[src/rtl/usb_fs_pkg.sv]
// Shared definitions for the full-speed USB receive line decoder:
// line-state encodings, receiver state enum and framing constants.
package usb_fs_pkg;

    // Line state as {dp, dn} after synchronization.
    typedef enum logic [1:0] {
        LS_SE0 = 2'b00,
        LS_K   = 2'b01,
        LS_J   = 2'b10,
        LS_SE1 = 2'b11
    } line_state_t;

    typedef enum logic [1:0] {
        RX_IDLE     = 2'd0,
        RX_DATA     = 2'd1,
        RX_WAIT_EOP = 2'd2
    } rx_state_t;

    // Sync pattern as it appears in the shift register (newest bit at the MSB):
    // seven 0s followed by a 1.
    localparam logic [7:0] SYNC_PATTERN = 8'b1000_0000;

    // Number of consecutive 1s after which the transmitter inserts a 0.
    localparam logic [2:0] STUFF_LIMIT = 3'd6;

    // NRZI: no transition between samples means a 1.
    function automatic logic nrzi_decode(input line_state_t cur, input line_state_t prev);
        return (cur == prev);
    endfunction

endpackage

[src/rtl/usb_fs_rx_line_if.sv]
// Signal bundle between the line mux / top level and the packet receiver.
// The decoder is the master: it consumes the line values and produces the
// framed byte stream.
interface usb_fs_rx_line_if;
    logic       rx_en;
    logic       dp_rx;
    logic       dn_rx;
    logic       pkt_start;
    logic [7:0] data;
    logic       data_valid;
    logic       pkt_end;
    logic       stuff_err;
    logic       eop_err;

    modport master (
        input  rx_en, dp_rx, dn_rx,
        output pkt_start, data, data_valid, pkt_end, stuff_err, eop_err
    );

    modport slave (
        output rx_en, dp_rx, dn_rx,
        input  pkt_start, data, data_valid, pkt_end, stuff_err, eop_err
    );
endinterface

[src/rtl/usb_fs_rx_dpll.sv]
// Input synchronizer, line-state decode and 4x oversampling DPLL.
// Produces a one-clock sample strobe near the middle of each bit cell and
// the line state held for that bit.
module usb_fs_rx_dpll
    import usb_fs_pkg::*;
#(
    parameter int SYNC_STAGES = 2   // must be at least 2
) (
    input  logic        clk,
    input  logic        reset_n,
    input  logic        dp_rx_i,
    input  logic        dn_rx_i,
    output logic        strobe_o,
    output line_state_t sample_o
);

    logic [SYNC_STAGES-1:0] dp_sync_q;
    logic [SYNC_STAGES-1:0] dn_sync_q;
    line_state_t            raw_state;
    line_state_t            line_q, line_d;
    logic [1:0]             phase_q, phase_d;

    // Synchronizer chains; reset to the idle J level so no false SE0 appears.
    always_ff @(posedge clk or negedge reset_n) begin
        if (!reset_n) begin
            dp_sync_q <= '1;
            dn_sync_q <= '0;
        end else begin
            dp_sync_q <= {dp_sync_q[SYNC_STAGES-2:0], dp_rx_i};
            dn_sync_q <= {dn_sync_q[SYNC_STAGES-2:0], dn_rx_i};
        end
    end

    // Decode line state (SE1 keeps the previous state) and realign the phase on any change.
    always_comb begin
        raw_state = line_state_t'({dp_sync_q[SYNC_STAGES-1], dn_sync_q[SYNC_STAGES-1]});
        line_d    = (raw_state == LS_SE1) ? line_q : raw_state;
        phase_d   = (line_d != line_q) ? 2'd0 : phase_q + 2'd1;
    end

    // Line state and free-running phase counter registers.
    always_ff @(posedge clk or negedge reset_n) begin
        if (!reset_n) begin
            line_q  <= LS_J;
            phase_q <= 2'd0;
        end else begin
            line_q  <= line_d;
            phase_q <= phase_d;
        end
    end

    // Phase 2 lands two clocks after the edge, i.e. mid-cell for 3..5 clock bits.
    assign strobe_o = (phase_q == 2'd2);
    assign sample_o = line_q;

endmodule

[src/rtl/usb_fs_rx_line.sv]
// Full-speed USB receive line decoder: NRZI decode, sync detection,
// bit unstuffing, byte assembly and EOP detection on top of the DPLL.
module usb_fs_rx_line
    import usb_fs_pkg::*;
#(
    parameter int SYNC_STAGES = 2
) (
    input  logic             clk,
    input  logic             reset_n,
    usb_fs_rx_line_if.master rx_if
);

    // The sync shift register idles at all ones: an all-zero value would let a
    // single idle 1 look like a complete sync pattern.
    localparam logic [7:0] SHREG_IDLE = 8'hFF;

    logic        strobe;
    line_state_t sample;

    rx_state_t   state_q, state_d;
    line_state_t prev_q, prev_d;
    logic [7:0]  shreg_q, shreg_d;
    logic [7:0]  byte_q, byte_d;
    logic [7:0]  data_q, data_d;
    logic [2:0]  ones_q, ones_d;
    logic [2:0]  bitcnt_q, bitcnt_d;
    logic        se0_q, se0_d;
    logic        pkt_start_q, pkt_start_d;
    logic        data_valid_q, data_valid_d;
    logic        pkt_end_q, pkt_end_d;
    logic        stuff_err_q, stuff_err_d;
    logic        eop_err_q, eop_err_d;
    logic        dec_bit;
    logic [7:0]  shreg_shift;

    usb_fs_rx_dpll #(
        .SYNC_STAGES (SYNC_STAGES)
    ) u_dpll (
        .clk      (clk),
        .reset_n  (reset_n),
        .dp_rx_i  (rx_if.dp_rx),
        .dn_rx_i  (rx_if.dn_rx),
        .strobe_o (strobe),
        .sample_o (sample)
    );

    // Next-state logic: NRZI decode, sync search, unstuffing, byte assembly, EOP.
    always_comb begin
        state_d      = state_q;
        prev_d       = prev_q;
        shreg_d      = shreg_q;
        byte_d       = byte_q;
        data_d       = data_q;
        ones_d       = ones_q;
        bitcnt_d     = bitcnt_q;
        se0_d        = se0_q;
        pkt_start_d  = 1'b0;
        data_valid_d = 1'b0;
        pkt_end_d    = 1'b0;
        stuff_err_d  = 1'b0;
        eop_err_d    = 1'b0;
        dec_bit      = nrzi_decode(sample, prev_q);
        shreg_shift  = {dec_bit, shreg_q[7:1]};

        if (!rx_if.rx_en) begin
            // Receiver disabled (we are transmitting): abort any packet and park.
            if (state_q != RX_IDLE) begin
                pkt_end_d = 1'b1;
                eop_err_d = 1'b1;
            end
            state_d = RX_IDLE;
            prev_d  = LS_J;
            shreg_d = SHREG_IDLE;
            se0_d   = 1'b0;
        end else if (strobe) begin
            prev_d = sample;
            case (state_q)
                RX_IDLE: begin
                    if (sample == LS_SE0) begin
                        shreg_d = SHREG_IDLE;
                    end else if (shreg_shift == SYNC_PATTERN) begin
                        pkt_start_d = 1'b1;
                        state_d     = RX_DATA;
                        shreg_d     = SHREG_IDLE;
                        ones_d      = 3'd1;   // last sync bit is a 1
                        bitcnt_d    = 3'd0;
                        se0_d       = 1'b0;
                    end else begin
                        shreg_d = shreg_shift;
                    end
                end
                RX_DATA: begin
                    if (sample == LS_SE0) begin
                        se0_d = 1'b1;
                    end else if (se0_q && sample == LS_J) begin
                        pkt_end_d = 1'b1;
                        eop_err_d = (bitcnt_q != 3'd0);
                        state_d   = RX_IDLE;
                        se0_d     = 1'b0;
                    end else begin
                        se0_d = 1'b0;
                        if (ones_q == STUFF_LIMIT) begin
                            if (!dec_bit) begin
                                ones_d = 3'd0;        // stuffed 0, dropped
                            end else begin
                                stuff_err_d = 1'b1;
                                state_d     = RX_WAIT_EOP;
                            end
                        end else begin
                            byte_d   = {dec_bit, byte_q[7:1]};
                            ones_d   = dec_bit ? ones_q + 3'd1 : 3'd0;
                            bitcnt_d = bitcnt_q + 3'd1;   // wraps to 0 after the 8th bit
                            if (bitcnt_q == 3'd7) begin
                                data_d       = byte_d;
                                data_valid_d = 1'b1;
                            end
                        end
                    end
                end
                RX_WAIT_EOP: begin
                    if (sample == LS_SE0) begin
                        se0_d = 1'b1;
                    end else if (se0_q && sample == LS_J) begin
                        pkt_end_d = 1'b1;
                        state_d   = RX_IDLE;
                        se0_d     = 1'b0;
                    end else begin
                        se0_d = 1'b0;
                    end
                end
                default: begin
                    state_d = RX_IDLE;
                end
            endcase
        end
    end

    // State, datapath and registered output flags.
    always_ff @(posedge clk or negedge reset_n) begin
        if (!reset_n) begin
            state_q      <= RX_IDLE;
            prev_q       <= LS_J;
            shreg_q      <= SHREG_IDLE;
            byte_q       <= 8'h00;
            data_q       <= 8'h00;
            ones_q       <= 3'd0;
            bitcnt_q     <= 3'd0;
            se0_q        <= 1'b0;
            pkt_start_q  <= 1'b0;
            data_valid_q <= 1'b0;
            pkt_end_q    <= 1'b0;
            stuff_err_q  <= 1'b0;
            eop_err_q    <= 1'b0;
        end else begin
            state_q      <= state_d;
            prev_q       <= prev_d;
            shreg_q      <= shreg_d;
            byte_q       <= byte_d;
            data_q       <= data_d;
            ones_q       <= ones_d;
            bitcnt_q     <= bitcnt_d;
            se0_q        <= se0_d;
            pkt_start_q  <= pkt_start_d;
            data_valid_q <= data_valid_d;
            pkt_end_q    <= pkt_end_d;
            stuff_err_q  <= stuff_err_d;
            eop_err_q    <= eop_err_d;
        end
    end

    assign rx_if.pkt_start  = pkt_start_q;
    assign rx_if.data       = data_q;
    assign rx_if.data_valid = data_valid_q;
    assign rx_if.pkt_end    = pkt_end_q;
    assign rx_if.stuff_err  = stuff_err_q;
    assign rx_if.eop_err    = eop_err_q;

endmodule

[src/flat_wrapper.sv]
// flat-port wrapper written by rule: the top's interface ports become plain ports
module usb_fs_rx_line_flat import usb_fs_pkg::*;
#(
    parameter int SYNC_STAGES = 2
)
  (clk, reset_n, rx_if_rx_en, rx_if_dp_rx, rx_if_dn_rx, rx_if_pkt_start, rx_if_data, rx_if_data_valid, rx_if_pkt_end, rx_if_stuff_err, rx_if_eop_err);
  usb_fs_rx_line_if rx_if_i ();
  input  logic clk;
  input  logic reset_n;
  input wire logic [$bits(rx_if_i.rx_en)-1:0] rx_if_rx_en;
  input wire logic [$bits(rx_if_i.dp_rx)-1:0] rx_if_dp_rx;
  input wire logic [$bits(rx_if_i.dn_rx)-1:0] rx_if_dn_rx;
  output wire logic [$bits(rx_if_i.pkt_start)-1:0] rx_if_pkt_start;
  output wire logic [$bits(rx_if_i.data)-1:0] rx_if_data;
  output wire logic [$bits(rx_if_i.data_valid)-1:0] rx_if_data_valid;
  output wire logic [$bits(rx_if_i.pkt_end)-1:0] rx_if_pkt_end;
  output wire logic [$bits(rx_if_i.stuff_err)-1:0] rx_if_stuff_err;
  output wire logic [$bits(rx_if_i.eop_err)-1:0] rx_if_eop_err;
  assign rx_if_i.rx_en = rx_if_rx_en;
  assign rx_if_i.dp_rx = rx_if_dp_rx;
  assign rx_if_i.dn_rx = rx_if_dn_rx;
  assign rx_if_pkt_start = rx_if_i.pkt_start;
  assign rx_if_data = rx_if_i.data;
  assign rx_if_data_valid = rx_if_i.data_valid;
  assign rx_if_pkt_end = rx_if_i.pkt_end;
  assign rx_if_stuff_err = rx_if_i.stuff_err;
  assign rx_if_eop_err = rx_if_i.eop_err;
  usb_fs_rx_line #(.SYNC_STAGES(SYNC_STAGES)) u_core (.clk(clk), .reset_n(reset_n), .rx_if(rx_if_i));
endmodule
[config.mk]
export PLATFORM = sky130hd
export DESIGN_NAME = usb_fs_rx_line_flat
export DESIGN_NICKNAME = d
export VERILOG_FILES = /design/src/rtl/usb_fs_pkg.sv /design/src/rtl/usb_fs_rx_line_if.sv /design/src/rtl/usb_fs_rx_dpll.sv /design/src/rtl/usb_fs_rx_line.sv /design/src/flat_wrapper.sv
export SDC_FILE = /design/constraint.sdc
export NUM_CORES = 1
export LEC_CHECK = 0
export BUFFER_PORTS_ARGS = -buffer_cell sky130_fd_sc_hd__clkbuf_2
export CAP_MARGIN = 10
export CORE_AREA = 2 2 68 70
export DETAILED_ROUTE_END_ITERATION = 8
export DIE_AREA = 0 0 70 72
export PLACE_DENSITY = 0.74
export SETUP_SLACK_MARGIN = 0.3
export SKIP_CTS_REPAIR_TIMING = 1
export SLEW_MARGIN = 40
export SYNTH_ARGS = -nofsm -noshare
export SYNTH_HDL_FRONTEND = slang
export SYNTH_HIERARCHICAL = 1
export SYNTH_SLANG_ARGS = --single-unit
[constraint.sdc]
create_clock -name clk -period 2.1 [get_ports clk]
set_clock_uncertainty 0.2 [all_clocks]
set_input_delay 0.105 -clock clk [delete_from_list [all_inputs] [get_ports clk]]
set_output_delay 0.105 -clock clk [all_outputs]
set_load 0.02 [all_outputs]
==> impl_metrics.toml, run 1 <==
[critical_path]
cp_slowest_stage_delay_ps = 400
worst-path-stages = 6
crit_family = "compound AO/OA/AOI/OAI gates"
cp-end-kind = "flop"
cp_data_required_time_ps = 2100
reg2reg_from = "u_core/state_q[1]$_DFFE_PN0P_"
cp_data_arrival_time_ps = 2010
cp_max_fo = 5
r2r_cells = 6
cp_cell_sequence = "inv_2 > ha_4 > or2_4 > a221o_1 > a21o_1 > a221oi_2"
crit_slowest_cell = "dfrtp_1"
startpoint_type = "flop"
setup.worst_path.start = "u_core/state_q[1]$_DFFE_PN0P_"
r2r_end = "u_core/state_q[0]$_DFFE_PN0P_"
critPathKind = "reg -> reg"
rrSetupSlack_ps = 90
critPathBufInv = 1

[global_route]
grt_use_total_pct = 17.6
gr-usage-met1_pct = 22.2
grt_pass1_vias = 1572
grt_pass1_wl_microns = 7140
grt_busiest_layer = "met2"
grt_max_degree = 19
antenna_found_initial = 0
use_met3_pct = 4.44
grt_overflow = 0
grtUsageMet2_pct = 30.7

[layout]
n_fill_cell = 309
fin_nets = 242
drive_above_1_share_pct = 46.7
finalNonFillerCells = 281
num_antenna_cells = 0
syn2layout_area_growth_pct = 27.3

[clock_tree]
h-tree-depth = 2
cts_tree = "done"
clk_path_buf_depth = 2
clkLatencyLatePin_ps = 300
cts_buffers = 5
cts.sinks = 46
path_clk_slew_ps = 90
clock-root-buffer = "clkbuf_8"

[logic_synthesis]
syn_area_per_cell_sq_um = 12.2
synth_nets = 197
synthArstFlopShare_pct = 100
netlist_area_sq_um = 2230
yosys-top-cells-count = "35 x dfrtp_1, 16 x inv_1, 13 x mux2_2"
yosys-top-cells-area = "dfrtp_1 39%, dfstp_2 13%, mux2_2 6.6%"
synth_edf_count = 0
yosysUniqueCellTypes = 52
netlist.area_leader.share_pct = 39.2
synth_warnings = 6
ys_seq_elements = 46
yosysTopAreaCell = "dfrtp_1"
synth_cells = 183
yosysMostFrequentCell = "dfrtp_1"
synth_ff_type = "dfrtp_1"
ys_seq_area_share_pct = 52.1

[floorplanning]
core-area_sq_um = 4260
die_area_sq_um = 5040
boundaryPins = 18
row_count = 24
start_util_pct = 52.4
fp.dieW_microns = 70
die_h_microns = 72

[place]
dp.cells = 253
hpwl_microns = 2970
gp_congestion = 0.838
port_buffers = 17

[power_and_ir_drop]
power_per_cell_area_nw_per_um2 = 596
p_leak_nw = 1.26
finalPower_mw = 1.70
switchingPower_uw = 446
swShare_pct = 26.3
pwr-share-clk_pct = 31.4
combPwrFrac_pct = 13.2
worst_ir_drop_vdd_mv = 0.418
p_int_mw = 1.25
power_frac_seq_pct = 55.4

[run_status]
status = "complete, no violations"

[detailed_routing]
dr.pass1.iters = 4
wl_per_cell_microns = 16.1
drc = 0
via_per_inst = 5.81
wl_microns = 4530
antenna_left = 0
dr_total_vias = 1632
drt-initial-drc-count = 118

[sta]
min_period_ps = 2010
slew_headroom_pct = 70.1
finalSetupViolations = 0
hold_slack_ps = 22.0
slew_viol_final = 0
finalCritPeriodShare_pct = 95.5
grt_setup_unrepaired = "yes"
fmax_ghz = 0.498
tightest_slew_ps = 448
tns_ps = 0
hold_viol = 0

[worst_hold_path]
hold_path.class = "in -> reg"
min_to = "u_core/se0_q$_DFFE_PN0P_"
min_path_cells = 2
min-delay-start = "rx_if_rx_en"

[run]
cap_violations = 0
[power by group through the flow]
| stage | clock, mW | combinational, mW | sequential, mW |
|---|---|---|---|
| 2_1_floorplan | 0 | 0.128 | 0.948 |
| 3_3_place_gp | 0 | 0.169 | 0.953 |
| 3_5_place_dp | 0 | 0.175 | 0.954 |
| 4_1_cts | 0.555 | 0.176 | 0.938 |
| 5_1_grt | 0.602 | 0.244 | 0.942 |
| 6_report | 0.533 | 0.224 | 0.939 |
[registers in the layout, summed over array words and instances (netlist names), 3 cells and up]
name and flops:
u_core/ones_q 3, u_core/rx_if.data 8, u_core/byte_q 7, u_core/shreg_q 7
u_core/bitcnt_q 3
[final cells by class]
cell class	instances	area, sq um	share of cell area [%]
flip-flops and latches	46	1160	40.9
inverters	16	60.1	2.11
clock inverters	3	18.8	0.660
clock buffers	5	68.8	2.42
repair buffers	43	304	10.7
well taps	52	65.1	2.29
multi-input cells	116	1160	40.9
[metal layers]
metal / wire [microns] / vias to the layer above
met1: 2010 / 826
met4: 44 / 0
li1: - / 765
met5: 0 / -
met2: 2330 / 35
met3: 148 / 6
[cell families after synthesis]
family | count (synthesis) | share of synthesized area (%)
and+or+nand+nor | 43 | 11.9
xor gates and xnor gates | 2 | 1.46
muxes | 15 | 7.45
AOI/OAI and AO/OA | 46 | 17.5
buffers and inverters | 22 | 4.48
DFF | 46 | 52.1
adders and majority gates | 9 | 5.04
[cells in the final DEF (no fill, tap or decap), types with 3 or more instances in the layout]
cell type | synthesis | routed
mux2_2 | 13 | 13
clkbuf_2 | 0 | 18
ha_1 | 9 | 5
buf_4 | 0 | 19
inv_2 | 0 | 5
dfrtp_1 | 35 | 35
inv_1 | 16 | 11
o21ai_0 | 5 | 5
clkbuf_8 | 0 | 5
o22ai_1 | 4 | 4
a21oi_1 | 4 | 4
nor2_1 | 4 | 4
o22a_1 | 6 | 6
dfstp_2 | 11 | 11
ha_4 | 0 | 3
nand2_1 | 11 | 9
dlygate4sd3_1 | 0 | 4
nand3_1 | 3 | 3
[how the worst max path moves through the flow]
stage                                             endpoint  slack [ps]
final                        u_core/state_q[0]$_DFFE_PN0P_          90
after global placement    u_core/rx_if.data[5]$_DFFE_PN0P_         130
after global routing         u_core/state_q[0]$_DFFE_PN0P_           4
after CTS                 u_core/rx_if.data[1]$_DFFE_PN0P_          30
after detailed placement  u_core/rx_if.data[1]$_DFFE_PN0P_          70
after floorplan              u_core/shreg_q[4]$_DFFE_PN1P_         220
[through the flow]
stage | setup slack (ps) | area, sq um | util [%]
global placement | 130 | 2480 | 58.2
global route | 3.77 | 2850 | 66.7
CTS | 32.2 | 2570 | 60.3
floorplan | 223 | 2320 | -
detailed placement | 66.6 | 2480 | 58.2
finish | 93.6 | 2850 | 66.7
[worst reg2reg max path, cell delays in order, from the launching register on]
cell and delay [ps]:
dfrtp_1 400, inv_2 80, ha_4 190, or2_4 260, a221o_1 360, a21o_1 200
a221oi_2 230
(Power assumes the default switching activity.)
==> run 2: changes to the inputs <==
--- a/config.mk
+++ b/config.mk
@@ -7,10 +7,12 @@
 export LEC_CHECK = 0
 export BUFFER_PORTS_ARGS = -buffer_cell sky130_fd_sc_hd__clkbuf_2
 export CAP_MARGIN = 10
-export CORE_AREA = 2 2 68 70
+export CELL_PAD_IN_SITES_DETAIL_PLACEMENT = 1
+export CELL_PAD_IN_SITES_GLOBAL_PLACEMENT = 1
+export CORE_AREA = 2 2 76 78
 export DETAILED_ROUTE_END_ITERATION = 8
-export DIE_AREA = 0 0 70 72
-export PLACE_DENSITY = 0.74
+export DIE_AREA = 0 0 78 80
+export PLACE_DENSITY_LB_ADDON = 0.1
 export SETUP_SLACK_MARGIN = 0.3
 export SKIP_CTS_REPAIR_TIMING = 1
 export SLEW_MARGIN = 40
==> impl_metrics.toml, run 2 (same netlist as run 1, synthesis figures left out) <==
[sta]
finalCritPeriodShare_pct = 94.7
tns_ps = 0
fmax_ghz = 0.503
grt_setup_unrepaired = "yes"
hold_slack_ps = 1.94
hold_viol = 0
min_period_ps = 1990
tightest_slew_ps = 628
finalSetupViolations = 0
slew_viol_final = 0
slew_headroom_pct = 58.1

[critical_path]
startpoint_type = "flop"
reg2reg_from = "u_core/state_q[0]$_DFFE_PN0P_"
setup.worst_path.start = "u_core/state_q[0]$_DFFE_PN0P_"
cp-end-kind = "flop"
cp_data_required_time_ps = 2110
critPathKind = "reg -> reg"
cp_data_arrival_time_ps = 1990
cp_max_fo = 7

[layout]
finalNonFillerCells = 303
drive_above_1_share_pct = 46.3
largest_register_ffs = 8
finish.utilization_pct = 53.6
layout_common_cells = "34 x dfrtp_1, 20 x buf_4, 18 x clkbuf_2"
syn2layout_area_growth_pct = 29.6
num_antenna_cells = 0
final_common_cell = "dfrtp_1"
fin_nets = 244

[place]
gp_congestion = 0.809
hpwl_microns = 3570
dp.cells = 274
port_buffers = 17

[power_and_ir_drop]
power_per_cell_area_nw_per_um2 = 596
combPwrFrac_pct = 14.7
p_leak_nw = 1.28
p_int_mw = 1.27
swShare_pct = 26.7
worst_ir_drop_vdd_mv = 0.301
pwr-share-clk_pct = 30.9
power_frac_seq_pct = 54.4
switchingPower_uw = 461

[clock_tree]
cts_tree = "done"
clkLatencyLatePin_ps = 290
clk_path_buf_depth = 2
path_clk_slew_ps = 90
h-tree-depth = 2
cts.sinks = 46
clock-root-buffer = "clkbuf_8"
cts_buffers = 5

[floorplanning]
die_area_sq_um = 6240
start_util_pct = 41.3
die_h_microns = 80
core-area_sq_um = 5410
boundaryPins = 18
row_count = 27
fp.dieW_microns = 78

[detailed_routing]
via_per_inst = 5.44
wl_per_cell_microns = 18.3
wl_microns = 5540
dr.pass1.iters = 4
drt-initial-drc-count = 44
antenna_left = 0
dr_total_vias = 1647
drc = 0

[worst_hold_path]
hold_path.class = "in -> reg"
min-delay-start = "rx_if_rx_en"

[global_route]
grt_max_degree = 26
antenna_found_initial = 0
grt_pass1_wl_microns = 8070
grt_overflow = 0
grt_use_total_pct = 16.6
grt_pass1_vias = 1692

[run_status]
status = "complete, no violations"

[run]
cap_violations = 0
[run 2: final timing paths]
check | endpoint | slack [ps] | cells past startpoint
worst max-delay path | u_core/state_q[0]$_DFFE_PN0P_ | 110 | 6
worst min-delay path | u_core/prev_q[1]$_DFFE_PN1N_ | 2 | 2
worst max register to register | u_core/state_q[0]$_DFFE_PN0P_ | 110 | 6
worst min register to register | u_core/u_dpll/dp_sync_q[1]$_DFF_PN1_ | 160 | 0
max in group asynchronous | u_core/u_dpll/sample_o[1]$_DFF_PN1_ | 920 | 3
min in group asynchronous | u_core/rx_if.pkt_end$_DFF_PN0_ | 150 | 2
[run 2: routing by layer]
metal  track usage, %  part of all wire (%)
met5                0                     0
met4             4.74                   1.4
met3             3.28                   2.4
met2             28.1                    53
met1             21.7                    43
[run 2: layout make-up]
class	instances	area, sq um
clock buffers	6	72.6
clock inverters	2	15.0
fillers	584	2510
inverters	16	60.1
multi-input cells	116	1170
flip-flops and latches	46	1170
well taps	72	90.1
repair buffers	45	324
[run 2: critical path, cell delays in order (launching register included)]
cell	delay [ps]
dfrtp_1	420
inv_2	80
ha_4	190
or2_4	280
a221o_1	350
a21o_1	180
a221oi_2	200
[run 2: power groups by stage]
| stage | Clock, mW | Combinational (mW) | Sequential [mW] |
|---|---|---|---|
| 2_1_floorplan | 0 | 0.128 | 0.948 |
| 3_3_place_gp | 0 | 0.185 | 0.954 |
| 3_5_place_dp | 0 | 0.194 | 0.956 |
| 4_1_cts | 0.555 | 0.195 | 0.940 |
| 5_1_grt | 0.589 | 0.272 | 0.943 |
| 6_report | 0.533 | 0.253 | 0.939 |
[run 2: stage by stage]
stage | power [mW] | instance area [sq um] | setup WS (ps)
after global routing | 1.80 | 2900 | 38.5
after floorplan | 1.08 | 2320 | 223
after global placement | 1.14 | 2530 | 64.4
after CTS | 1.69 | 2620 | -25.9
after detailed placement | 1.15 | 2530 | 3.00
final | 1.73 | 2900 | 112
